$ cat src/rtl/display_pkg.sv
// Shared types and constants for the multiplexed BCD 7-segment display.
// Optional build macro LEAD_ZERO_BLANK_EN is consumed by bcd_scan_display.
package display_pkg;

  typedef enum logic [1:0] {
    S_UNI = 2'd0,
    S_DEZ = 2'd1,
    S_CEN = 2'd2
  } state_t;

  localparam logic [6:0] SEG_OFF  = 7'h7F;
  localparam logic [6:0] SEG_DASH = 7'h3F;

  localparam logic [2:0] DIG_OFF = 3'b111;
  localparam logic [2:0] DIG_UNI = 3'b110;
  localparam logic [2:0] DIG_DEZ = 3'b101;
  localparam logic [2:0] DIG_CEN = 3'b011;

  // Active-low digit enable for whichever slot a state lights.
  function automatic logic [2:0] digEnable(input state_t s);
    logic [2:0] en;
    en = DIG_OFF;
    case (s)
      S_UNI:   en = DIG_UNI;
      S_DEZ:   en = DIG_DEZ;
      S_CEN:   en = DIG_CEN;
      default: en = DIG_OFF;
    endcase
    return en;
  endfunction

endpackage

$ cat src/rtl/bcd_scan_display_if.sv
// Digit-capture and display bus between the BCD source/board and the scanner.
// The master side drives the digits and load strobe; the slave drives the display pins.
interface bcd_scan_display_if;

  logic       load;
  logic [3:0] centenas;
  logic [3:0] dezenas;
  logic [3:0] unidades;
  logic [6:0] seg_n;
  logic [2:0] dig_n;

  modport master (
    output load, centenas, dezenas, unidades,
    input  seg_n, dig_n
  );

  modport slave (
    input  load, centenas, dezenas, unidades,
    output seg_n, dig_n
  );

endinterface

$ cat src/rtl/driver7seg.sv
// BCD to active-low 7-segment decoder (bit0 = a ... bit6 = g).
// Non-BCD codes 10-15 show a dash so a bad upstream value is visible on the board.
module driver7seg
  import display_pkg::*;
(
  input  logic [3:0] b,
  output logic [6:0] d
);

  always_comb begin
    d = SEG_DASH;
    case (b)
      4'd0:    d = 7'h40;
      4'd1:    d = 7'h79;
      4'd2:    d = 7'h24;
      4'd3:    d = 7'h30;
      4'd4:    d = 7'h19;
      4'd5:    d = 7'h12;
      4'd6:    d = 7'h02;
      4'd7:    d = 7'h78;
      4'd8:    d = 7'h00;
      4'd9:    d = 7'h10;
      default: d = SEG_DASH;
    endcase
  end

endmodule

$ cat src/rtl/bcd_scan_display.sv
// Captures three BCD digits and time-multiplexes them onto one shared segment bus.
// Define LEAD_ZERO_BLANK_EN to blank leading-zero hundreds/tens digits.
module bcd_scan_display
  import display_pkg::*;
#(
  parameter int REFRESH_DIV = 50000
)(
  input  logic                 clk,
  input  logic                 rst_n,
  bcd_scan_display_if.slave    bus
);

  localparam int CNT_W = (REFRESH_DIV > 1) ? $clog2(REFRESH_DIV) : 1;

  state_t             r_state;
  state_t             w_nextState;
  logic [CNT_W-1:0]   r_cnt;
  logic               w_tick;
  logic [3:0]         r_cen;
  logic [3:0]         r_dez;
  logic [3:0]         r_uni;
  logic               r_started;
  logic [6:0]         r_segN;
  logic [2:0]         r_digN;
  logic [3:0]         w_selDigit;
  logic [6:0]         w_decoded;
  logic               w_blank;

  assign w_tick = (r_cnt == CNT_W'(REFRESH_DIV - 1));

  always_ff @(posedge clk or negedge rst_n) begin
    if (!rst_n) begin
      r_cnt <= '0;
    end else if (w_tick) begin
      r_cnt <= '0;
    end else begin
      r_cnt <= r_cnt + 1'b1;
    end
  end

  always_ff @(posedge clk or negedge rst_n) begin
    if (!rst_n) begin
      r_cen <= 4'd0;
      r_dez <= 4'd0;
      r_uni <= 4'd0;
    end else if (bus.load) begin
      r_cen <= bus.centenas;
      r_dez <= bus.dezenas;
      r_uni <= bus.unidades;
    end
  end

  always_ff @(posedge clk or negedge rst_n) begin
    if (!rst_n) begin
      r_state <= S_CEN;
    end else begin
      r_state <= w_nextState;
    end
  end

  always_comb begin
    w_nextState = r_state;
    if (w_tick) begin
      case (r_state)
        S_UNI:   w_nextState = S_DEZ;
        S_DEZ:   w_nextState = S_CEN;
        default: w_nextState = S_UNI;
      endcase
    end
  end

  // Decode from the next state so segments and enables switch on the same edge.
  always_comb begin
    w_selDigit = r_uni;
    case (w_nextState)
      S_DEZ:   w_selDigit = r_dez;
      S_CEN:   w_selDigit = r_cen;
      default: w_selDigit = r_uni;
    endcase
  end

  driver7seg u_dec (
    .b (w_selDigit),
    .d (w_decoded)
  );

  always_comb begin
    w_blank = 1'b0;
`ifdef LEAD_ZERO_BLANK_EN
    if (w_nextState == S_CEN && r_cen == 4'd0) begin
      w_blank = 1'b1;
    end
    if (w_nextState == S_DEZ && r_cen == 4'd0 && r_dez == 4'd0) begin
      w_blank = 1'b1;
    end
`endif
  end

  // Display stays dark until the first refresh tick after reset.
  always_ff @(posedge clk or negedge rst_n) begin
    if (!rst_n) begin
      r_started <= 1'b0;
      r_segN    <= SEG_OFF;
      r_digN    <= DIG_OFF;
    end else if (r_started || w_tick) begin
      r_started <= 1'b1;
      r_segN    <= w_blank ? SEG_OFF : w_decoded;
      r_digN    <= digEnable(w_nextState);
    end else begin
      r_segN    <= SEG_OFF;
      r_digN    <= DIG_OFF;
    end
  end

  assign bus.seg_n = r_segN;
  assign bus.dig_n = r_digN;

endmodule
$ cat src/flat_wrapper.sv
// flat-port wrapper written by rule: the top's interface ports become plain ports
module bcd_scan_display_flat import display_pkg::*;
#(
  parameter int REFRESH_DIV = 50000
)
  (clk, rst_n, bus_load, bus_centenas, bus_dezenas, bus_unidades, bus_seg_n, bus_dig_n);
  bcd_scan_display_if bus_i ();
  input  logic clk;
  input  logic rst_n;
  input wire logic [$bits(bus_i.load)-1:0] bus_load;
  input wire logic [$bits(bus_i.centenas)-1:0] bus_centenas;
  input wire logic [$bits(bus_i.dezenas)-1:0] bus_dezenas;
  input wire logic [$bits(bus_i.unidades)-1:0] bus_unidades;
  output wire logic [$bits(bus_i.seg_n)-1:0] bus_seg_n;
  output wire logic [$bits(bus_i.dig_n)-1:0] bus_dig_n;
  assign bus_i.load = bus_load;
  assign bus_i.centenas = bus_centenas;
  assign bus_i.dezenas = bus_dezenas;
  assign bus_i.unidades = bus_unidades;
  assign bus_seg_n = bus_i.seg_n;
  assign bus_dig_n = bus_i.dig_n;
  bcd_scan_display #(.REFRESH_DIV(REFRESH_DIV)) u_core (.clk(clk), .rst_n(rst_n), .bus(bus_i));
endmodule
$ cat config.mk
export PLATFORM = sky130hd
export DESIGN_NAME = bcd_scan_display_flat
export DESIGN_NICKNAME = d
export VERILOG_FILES = /design/src/rtl/display_pkg.sv /design/src/rtl/bcd_scan_display_if.sv /design/src/rtl/driver7seg.sv /design/src/rtl/bcd_scan_display.sv /design/src/flat_wrapper.sv
export SDC_FILE = /design/constraint.sdc
export NUM_CORES = 1
export LEC_CHECK = 0
export BUFFER_PORTS_ARGS = -buffer_cell sky130_fd_sc_hd__buf_2
export CAP_MARGIN = 20
export CORE_UTILIZATION = 48
export CTS_CLUSTER_SIZE = 24
export DETAILED_ROUTE_END_ITERATION = 10
export PLACE_DENSITY_LB_ADDON = 0.15
export SLEW_MARGIN = 20
export SYNTH_ARGS = -nofsm -noshare
export SYNTH_HDL_FRONTEND = slang
export SYNTH_SLANG_ARGS = --single-unit
$ cat constraint.sdc
create_clock -name clk -period 3 [get_ports clk]
set_input_delay 0.15 -clock clk [delete_from_list [all_inputs] [get_ports clk]]
set_output_delay 0.15 -clock clk [all_outputs]
set_load 0.02 [all_outputs]
After elaboration in Yosys (flattened, before gate mapping)
Memory sizes are Yosys's and may differ from the RTL's.
Cells that the tools add are included.
W data, S select, Z words.
{"block": "classes", "n_addsub": 1, "n_eq_ne": 4, "n_mux": 7, "n_reduce_logical": 3}
{"op": "$add A16 B1 Y16 const B", "n": 1}
{"op": "$eq A16 B16 Y1 const B", "n": 1}
{"op": "$mux W16", "n": 1}
{"op": "$pmux W3 S3", "n": 1}
{"op": "$pmux W4 S2", "n": 1}
{"op": "$mux W7", "n": 1}
{"op": "$eq A2 B1 Y1 const B", "n": 2}
{"op": "$logic_not A2 Y1", "n": 2}
{"op": "$pmux W2 S2", "n": 1}
{"op": "$mux W3", "n": 1}
{"op": "$eq A2 B2 Y1 const B", "n": 1}
{"op": "$mux W2", "n": 1}
{"op": "$logic_or A1 B1 Y1", "n": 1}
{"block": "totals", "ff_bits": 41, "romBits": 112, "input_bits": 15, "out_inout_bits": 10, "wordCells": 24, "mem_count": 1}
{"name": "(no name shown)", "depth": 16, "width": 7, "read_ports": 1, "rd_clocked_by_memory_dff": 0, "write_ports": 0, "line": "driver7seg.sv:12", "rtl": "case (b)"}

Longest topological paths before layout
Gate-level depths: netlist (run 1).
An unclocked memory read counts as a cell.
{"block": "logic_depth", "word_depth": 7, "depth_mapped": 13, "mapped_depth_nobuf": 12}

Cells and area by module
Synthesis (run 1) repeated with hierarchy kept, for this count alone.
{"block": "unflattened", "cells_unflattened": 177, "hier_area_um2": 1995.7}
{"mod": "bcd_scan_display", "instances": 1, "cells_each": 144, "area_each_um2": 1790.5, "seq_area_each_um2": 1039.7}
{"mod": "driver7seg", "instances": 1, "cells_each": 33, "area_each_um2": 205.2, "seq_area_each_um2": 0.0}

Worst setup path after synthesis (run 1)
Ideal clock, no wire load.
{"block": "synth_path", "path_kind": "flip-flop to flip-flop", "start": "register u_core.r_cnt[0]", "end": "register u_core.r_segN[3] (netlist: u_core.bus.seg_n[3])", "setup_ns": 0.064, "t_arrival_ns": 2.532, "required_time_ns": 2.936, "path_slack_ns": 0.404, "path_stages_with_launch": 14, "path_buffers": 1, "synth_period_minus_slack_ns": 2.596, "path_cell_list": "dfrtp_1 ha_1 and3_1 nand4_2 nor3b_2 a21oi_1 ha_1 buf_2 nor2_1 a21oi_2 inv_1 ha_1 a21o_1 nand3_1"}
{"block": "synth_via", "elab_chain_len": 6, "elab_cells_between_ends": 8, "cone_classes": "eq/ne (3); mux (3); reduce/logical (1); memory (1)"}
{"item": "start: declaration", "line": "bcd_scan_display.sv:17", "rtl": "logic [CNT_W-1:0] r_cnt;"}
{"item": "start signal: assignment", "line": "bcd_scan_display.sv:37", "rtl": "r_cnt <= r_cnt + 1'b1;"}
{"item": "$eq A16 B16 Y1 (*)", "line": "bcd_scan_display.sv:29", "rtl": "assign w_tick = (r_cnt == CNT_W'(REFRESH_DIV - 1));"}
{"item": "$mux W2", "line": "bcd_scan_display.sv:63", "rtl": "if (w_tick) begin"}
{"item": "$eq A2 B2 Y1 or $eq A2 B1 Y1 (tied branches)", "line": "bcd_scan_display.sv:75", "rtl": "case (w_nextState)"}
{"item": "$pmux W4 S2", "line": "bcd_scan_display.sv:75"}
{"item": "$mem_v2 Z16 W7"}
{"item": "$mux W7 (*)", "line": "bcd_scan_display.sv:105", "rtl": "end else if (r_started || w_tick) begin"}
{"item": "end signal: assignment", "line": "bcd_scan_display.sv:107", "rtl": "r_segN <= w_blank ? SEG_OFF : w_decoded;"}
{"item": "end: declaration", "line": "bcd_scan_display.sv:23", "rtl": "logic [6:0] r_segN;"}
Mark *: on every way between the ends. The rest lies on a longest branch, timed or not.
A chain may end at the register's enable or synchronous reset.

Final worst setup path (run 1)
{"block": "layout_path", "start": "register u_core.r_cnt[0]", "end": "register u_core.r_segN[4] (netlist: u_core.bus.seg_n[4])"}
Same word-level chain as after synthesis.

==> results.yml, run 1 <==
layout:
  mostFrequentLayoutCells: "30 x dfrtp_1, 24 x buf_2, 12 x mux2_2, 11 x dfstp_2"
  nets: 212
  postLayoutCellArea_um2: 2260
  drive_gt1_frac: 0.366
  syn_to_final_growth_pct: 15.4
  diodes: 0
  final_common_cell: "dfrtp_1"
timing:
  rsz0062_at_grt: "no"
  fin_crit_sh: 0.912
  finClkSkew_ps: 5.35
  relSlewSlack: 0.420
  tightest_slew_ps: 870
  setup_violations: 0
  setup_tns_ps: 0
  hold_viol: 0
  drv_slew: 0
  finalCriticalPeriod_ps: 2740
  fmax_ghz: 0.366
clocking:
  clock_tree.root_cell: "clkbuf_8"
  clk_latency_ps: 290
  cts.htree.levels: 2
  postCtsSetupRepairBufs: 0
  clockBufferDepth: 2
  cts_tree: "yes"
  cts_buffers: 5
  cts_sinks: 41
  path_clk_slew_ps: 80
floorplanning:
  die_w_um: 65.8
  ioPinCount: 25
  fp-row-count: 22
  coreArea_um2: 3770
  die_height_um: 65.8
  die-area_um2: 4330
  start_util: 0.519
setup_path:
  critPathKind: "flop to flop"
  reg2reg_from: "u_core.r_cnt[0]"
  r2r_cells: 12
  critPathCaptureType: "flop"
  path_max_fanout: 9
  worst_r2r_endpoint: "u_core.bus.seg_n[4]"
  rrSetupSlack_ps: 260
  crit_required_ps: 3220
  worstSetupStartpointType: "flop"
  worstPathArrival_ps: 2950
power_and_ir_drop:
  vdd_ir_drop_max_uv: 300
  p_int_mw: 0.878
  switching_power_mw: 0.236
  power_mw: 1.11
  pwr-share-comb: 0.074
  power_density_nw_per_um2: 494
  pwr-share-clk: 0.407
  p_leak_nw: 1.01
  seqPwrFrac: 0.519
  swShare: 0.212
worst_hold_path:
  holdCritPathClass: "primary input to flop"
  hold-path-cell-count: 2
  min_to: "u_core.r_uni[0]"
  hp-start: "bus_unidades[0]"
routing:
  drt_iter0_markers: 134
  antenna_left: 0
  first_pass_iters: 4
  viasPerCell: 5.42
  drt-total-wl_um: 3360
  num_vias: 1296
  drc: 0
  post_drt_wl_per_cell_um: 14.1
placed_design:
  gp_congestion: 0.850
  port_buffers: 24
  dp_hpwl_um: 2420
  place_area_um2: 2120
synth:
  syn_nets: 182
  ys_seq_area_frac: 0.532
  synth-seq-cells: 41
  synth_area_um2: 1960
  syn-mean-instance-area_um2: 12.2
  netlist_instances: 160
  ys_warn_count: 0
  synth.distinct_cells: 39
global_routing:
  grt_max_degree: 42
  overflow: 0
  grt_pass1_wl_um: 5960
  grt_pass1_vias: 1304
  antenna_found_initial: 0
  track_usage: 0.185
job:
  cap_violations: 0
outcome:
  outcome: "completed"
[synthesized netlist by cell type]
| master | count | area (µm²) |
|---|---|---|
| a31oi_1 | 1 | 6.26 |
| a21oi_1 | 3 | 15.0 |
| o21ai_1 | 3 | 15.0 |
| inv_2 | 1 | 3.75 |
| nand3_1 | 9 | 45.0 |
| o21ai_0 | 2 | 10.0 |
| buf_2 | 2 | 10.0 |
| a21oi_2 | 3 | 26.3 |
| nor3_1 | 2 | 10.0 |
| nor3_2 | 3 | 30.0 |
| and4bb_1 | 2 | 25.0 |
| xor2_1 | 5 | 43.8 |
| a211oi_1 | 2 | 15.0 |
| a22oi_1 | 4 | 30.0 |
| mux2_2 | 12 | 135 |
| nor4b_4 | 1 | 23.8 |
| nand2_1 | 9 | 33.8 |
| dfrtp_1 | 30 | 751 |
| or2_2 | 1 | 6.26 |
| a21o_1 | 6 | 45.0 |
| inv_1 | 2 | 7.51 |
| xnor2_1 | 6 | 52.6 |
| a41o_1 | 1 | 10.0 |
| buf_6 | 2 | 22.5 |
| and4_1 | 1 | 8.76 |
| nand4_1 | 3 | 18.8 |
| nor3b_2 | 1 | 12.5 |
| a2bb2oi_1 | 1 | 8.76 |
| nand4_2 | 2 | 25.0 |
| and2_1 | 5 | 31.3 |
| nor2_1 | 7 | 26.3 |
| and3_1 | 4 | 25.0 |
| dfstp_2 | 11 | 289 |
| o31ai_1 | 1 | 7.51 |
| ha_1 | 7 | 87.6 |
| a21boi_1 | 1 | 7.51 |
| mux2i_1 | 2 | 20.0 |
| o21ai_2 | 1 | 8.76 |
| nor2b_1 | 1 | 6.26 |
[final cells by class]
| type | count | area [µm²] |
|---|---|---|
| inverters | 3 | 11.3 |
| well taps | 48 | 60.1 |
| fillers | 312 | 1520 |
| multi-input cells | 112 | 883 |
| flip-flops and latches | 41 | 1040 |
| clock buffers | 7 | 86.3 |
| clock inverters | 1 | 30.0 |
| repair buffers | 27 | 145 |
[logic make-up (layout without fill, tap and decap cells)]
group | Yosys count | after routing | share of synthesized area
flops | 41 | 41 | 0.532
buf+inv | 7 | 38 | 0.0224
fa+ha+maj | 7 | 7 | 0.0448
xor+xnor | 11 | 11 | 0.0493
mux | 14 | 14 | 0.0793
simple gates | 51 | 51 | 0.168
compound gates | 29 | 29 | 0.105
[how the worst max path moves through the flow]
stage                     from             endpoint  slack [ps]
2_1_floorplan  u_core.r_cnt[0]  u_core.bus.seg_n[3]         400
3_3_place_gp   u_core.r_cnt[0]  u_core.bus.seg_n[3]         260
3_5_place_dp   u_core.r_cnt[0]  u_core.bus.seg_n[3]         220
4_1_cts        u_core.r_cnt[0]  u_core.bus.seg_n[3]         200
5_1_grt        u_core.r_cnt[1]  u_core.bus.seg_n[5]          30
6_report       u_core.r_cnt[0]  u_core.bus.seg_n[4]         260
[worst max-delay path, stage by stage, from the launching register on]
cell	delay, ps
dfrtp_1	390
ha_1	220
and3_1	280
nand4_4	170
nor3b_2	220
a21oi_1	90
ha_1	250
a22oi_1	240
a21o_1	210
inv_2	100
ha_1	210
and3_1	140
o21ai_1	150
[layer usage]
| layer | up-vias | GRT usage | part of all wire | routed length [µm] |
|---|---|---|---|---|
| met3 | 6 | 0.0569 | 0.035 | 116 |
| met2 | 19 | 0.283 | 0.48 | 1610 |
| li1 | 636 | - | - | - |
| met4 | 0 | 0.0489 | 0.0092 | 31 |
| met1 | 635 | 0.255 | 0.48 | 1600 |
| met5 | - | 0 | 0 | 0 |
[power by group through the flow]
stage | combinational [mW] | clock, mW | sequential, mW
2_1_floorplan | 0.0523 | 0 | 0.585
3_3_place_gp | 0.0794 | 0 | 0.589
3_5_place_dp | 0.0822 | 0 | 0.588
4_1_cts | 0.0836 | 0.466 | 0.578
5_1_grt | 0.0939 | 0.488 | 0.580
6_report | 0.0829 | 0.453 | 0.578
[through the flow]
step | setup WS, ps | util | std cells | hold WS, ps
after CTS | 201 | 0.595 | 239 | 80.4
after detailed placement | 219 | 0.562 | 230 | 317
after floorplan | 404 | - | 160 | -146
after global routing | 25.0 | 0.598 | 239 | 76.6
final | 265 | 0.598 | 239 | 86.8
after global placement | 255 | 0.562 | 230 | 305
[flip-flops by register name, summed over array words and instances, names as in the netlist]
| register | cells |
|---|---|
| u_core.r_cen | 4 |
| u_core.r_cnt | 16 |
| u_core.r_started | 1 |
| u_core.bus.dig_n | 3 |
| u_core.r_dez | 4 |
| u_core.r_state | 2 |
| u_core.r_uni | 4 |
| u_core.bus.seg_n | 7 |
[repair_timing]
action                                  in CTS  in global routing
resized for setup                            0                  2
hold buffers                                 1                  0
endpoints found under the setup margin       0                  5
endpoints found under the hold margin        5                  0
Note: power is estimated with default switching activity, not from simulation.
==> inputs of run 2 (changes only) <==
--- a/config.mk
+++ b/config.mk
@@ -8,10 +8,12 @@
 export BUFFER_PORTS_ARGS = -buffer_cell sky130_fd_sc_hd__buf_2
 export CAP_MARGIN = 20
 export CORE_UTILIZATION = 48
+export CTS_BUF_LIST = sky130_fd_sc_hd__clkbuf_16
 export CTS_CLUSTER_SIZE = 24
 export DETAILED_ROUTE_END_ITERATION = 10
+export HOLD_SLACK_MARGIN = 0.12
 export PLACE_DENSITY_LB_ADDON = 0.15
-export SLEW_MARGIN = 20
+export SLEW_MARGIN = 25
 export SYNTH_ARGS = -nofsm -noshare
 export SYNTH_HDL_FRONTEND = slang
 export SYNTH_SLANG_ARGS = --single-unit
==> run 2 against run 1 <==
Design area grew 7.4%. Critical path depth unchanged. Non-clock buffer count increased by 12. Via count up 3.9%. Sequential share of layout area decreased by 3.2 points. Critical endpoint unchanged. Clock power up 29%. Flip-flop and latch count unchanged. Fmax is 1.0% lower. First-iteration DRC count is 22% lower. Final cell count up 5.0%. Highest routed layer unchanged. Global-route usage grew 1.8 points.
==> results.yml, run 2 (synthesis results as in run 1) <==
outcome:
  outcome: "completed"
setup_path:
  cp_slowest_stage_delay_ps: 380
  critPathCaptureType: "flop"
  critPathKind: "flop to flop"
  worstPathArrival_ps: 2970
  crit_required_ps: 3200
  path_max_fanout: 9
  crit_top_cell: "ha_1"
  rrSetupSlack_ps: 240
  crit_path_cell_trace: "ha_1 -> and3_1 -> nand4_4 -> nor3b_2 -> a21oi_1 -> ha_1 -> a22oi_1 -> a21o_1 -> inv_2 -> ha_1 -> and3_1 -> o21ai_1"
  slowest_stage: "dfrtp_1"
  worstSetupStartpointType: "flop"
timing:
  hold_viol: 0
  setup_tns_ps: 0
  setup_slack_ps: 236
  rsz0062_at_grt: "no"
  setup_violations: 0
  finClkSkew_ps: 2.46
  drv_slew: 0
  finalCriticalPeriod_ps: 2760
  tightest_slew_ps: 882
  fin_crit_sh: 0.921
  fmax_ghz: 0.362
  relSlewSlack: 0.412
routing:
  wl_met2_um: 1800
  drt_iter0_markers: 105
  drt-total-wl_um: 3660
  viasPerCell: 5.37
  top_layer: "met4"
  post_drt_wl_per_cell_um: 14.6
  wl_met3_um: 101
  first_pass_iters: 4
  drc: 0
  drt-met1-wl_um: 1730
  num_vias: 1347
  antenna_left: 0
global_routing:
  grt_pass1_vias: 1362
  antenna_found_initial: 0
  track_usage: 0.203
  grt_pass1_wl_um: 6420
  grt_max_degree: 42
  overflow: 0
clocking:
  cts_sinks: 41
  path_clk_slew_ps: 60
  cts_tree: "yes"
  cts.htree.levels: 2
  clk_latency_ps: 280
  cts_buffers: 5
  clockBufferDepth: 2
  clock_tree.root_cell: "clkbuf_16"
floorplanning:
  die-area_um2: 4330
  die_height_um: 65.8
  fp-row-count: 22
  coreArea_um2: 3770
  start_util: 0.519
  die_w_um: 65.8
  ioPinCount: 25
power_and_ir_drop:
  p_leak_nw: 1.08
  power_density_nw_per_um2: 520
  pwr-share-comb: 0.076
  vdd_ir_drop_max_uv: 354
  pwr-share-clk: 0.464
  swShare: 0.203
  seqPwrFrac: 0.460
  p_int_mw: 1.00
  switching_power_mw: 0.256
worst_hold_path:
  holdCritPathClass: "primary input to flop"
placed_design:
  dp_hpwl_um: 2420
  place_ws_ps: 219
  gp_congestion: 0.850
  port_buffers: 24
layout:
  drive_gt1_frac: 0.340
  largest_reg_flops: 16
  syn_to_final_growth_pct: 23.9
  mostFrequentLayoutCells: "30 x dfrtp_1, 24 x buf_2, 13 x dlygate4sd3_1, 12 x mux2_2, 11 x dfstp_2"
  final_common_cell: "dfrtp_1"
  nets: 224
  diodes: 0
  top_register: "u_core.r_cnt"
job:
  cap_violations: 0
-- run 2: worst paths after layout --
| path | start | to | cells past startpoint |
|---|---|---|---|
| setup / recovery | u_core.r_cnt[0] | u_core.bus.seg_n[4] | 12 |
| hold / removal | bus_load | u_core.r_uni[0] | 2 |
| setup reg to reg | u_core.r_cnt[0] | u_core.bus.seg_n[4] | 12 |
| hold reg to reg | u_core.r_cnt[0] | u_core.r_cnt[0] | 1 |
| max in group asynchronous | rst_n | u_core.r_dez[0] | 2 |
| min in group asynchronous | rst_n | u_core.r_cnt[10] | 2 |
-- run 2: metal layers --
metal	global-route usage	vias up
met5	0	-
met4	0.0652	0
met3	0.0569	2
met2	0.316	22
met1	0.272	664
li1	-	659
-- run 2: timing repair --
action	CTS	global route
endpoints found under the hold margin	41	1
endpoints found under the setup margin	0	5
buffers inserted	0	0
hold buffers	12	1
resized for setup	0	2
-- run 2: per-stage QoR --
step	hold slack [ps]	utilization	cell area [µm²]	total power [mW]	instances
final	347	0.642	2420	1.26	251
after global routing	349	0.642	2420	1.31	251
after CTS	125	0.637	2400	1.27	250
after detailed placement	317	0.562	2120	0.671	230
after global placement	305	0.562	2120	0.669	230
after floorplan	-146	-	1960	0.638	160
-- run 2: critical path, delay by kind of cell (launching register included) --
kind	cells	cell delay (ps)
simple gates	4	810
compound gates	4	730
fa+ha+maj	3	680
flops	1	380
buf+inv	1	100
-- run 2: final cells by class --
| cell class | count | area (µm²) |
|---|---|---|
| Tap cell | 48 | 60.1 |
| Sequential cell | 41 | 1040 |
| Clock buffer | 5 | 125 |
| Fill cell | 295 | 1350 |
| Timing Repair Buffer | 39 | 265 |
| Inverter | 3 | 11.3 |
| Multi-Input combinational cell | 112 | 883 |
| Clock inverter | 3 | 37.5 |
-- run 2: power by group through the flow --
stage	logic [mW]	clock network, mW	registers (mW)
final	0.0955	0.585	0.579
after global routing	0.107	0.621	0.581
after global placement	0.0794	0	0.589
after CTS	0.0943	0.594	0.579
after floorplan	0.0523	0	0.585
after detailed placement	0.0822	0	0.588
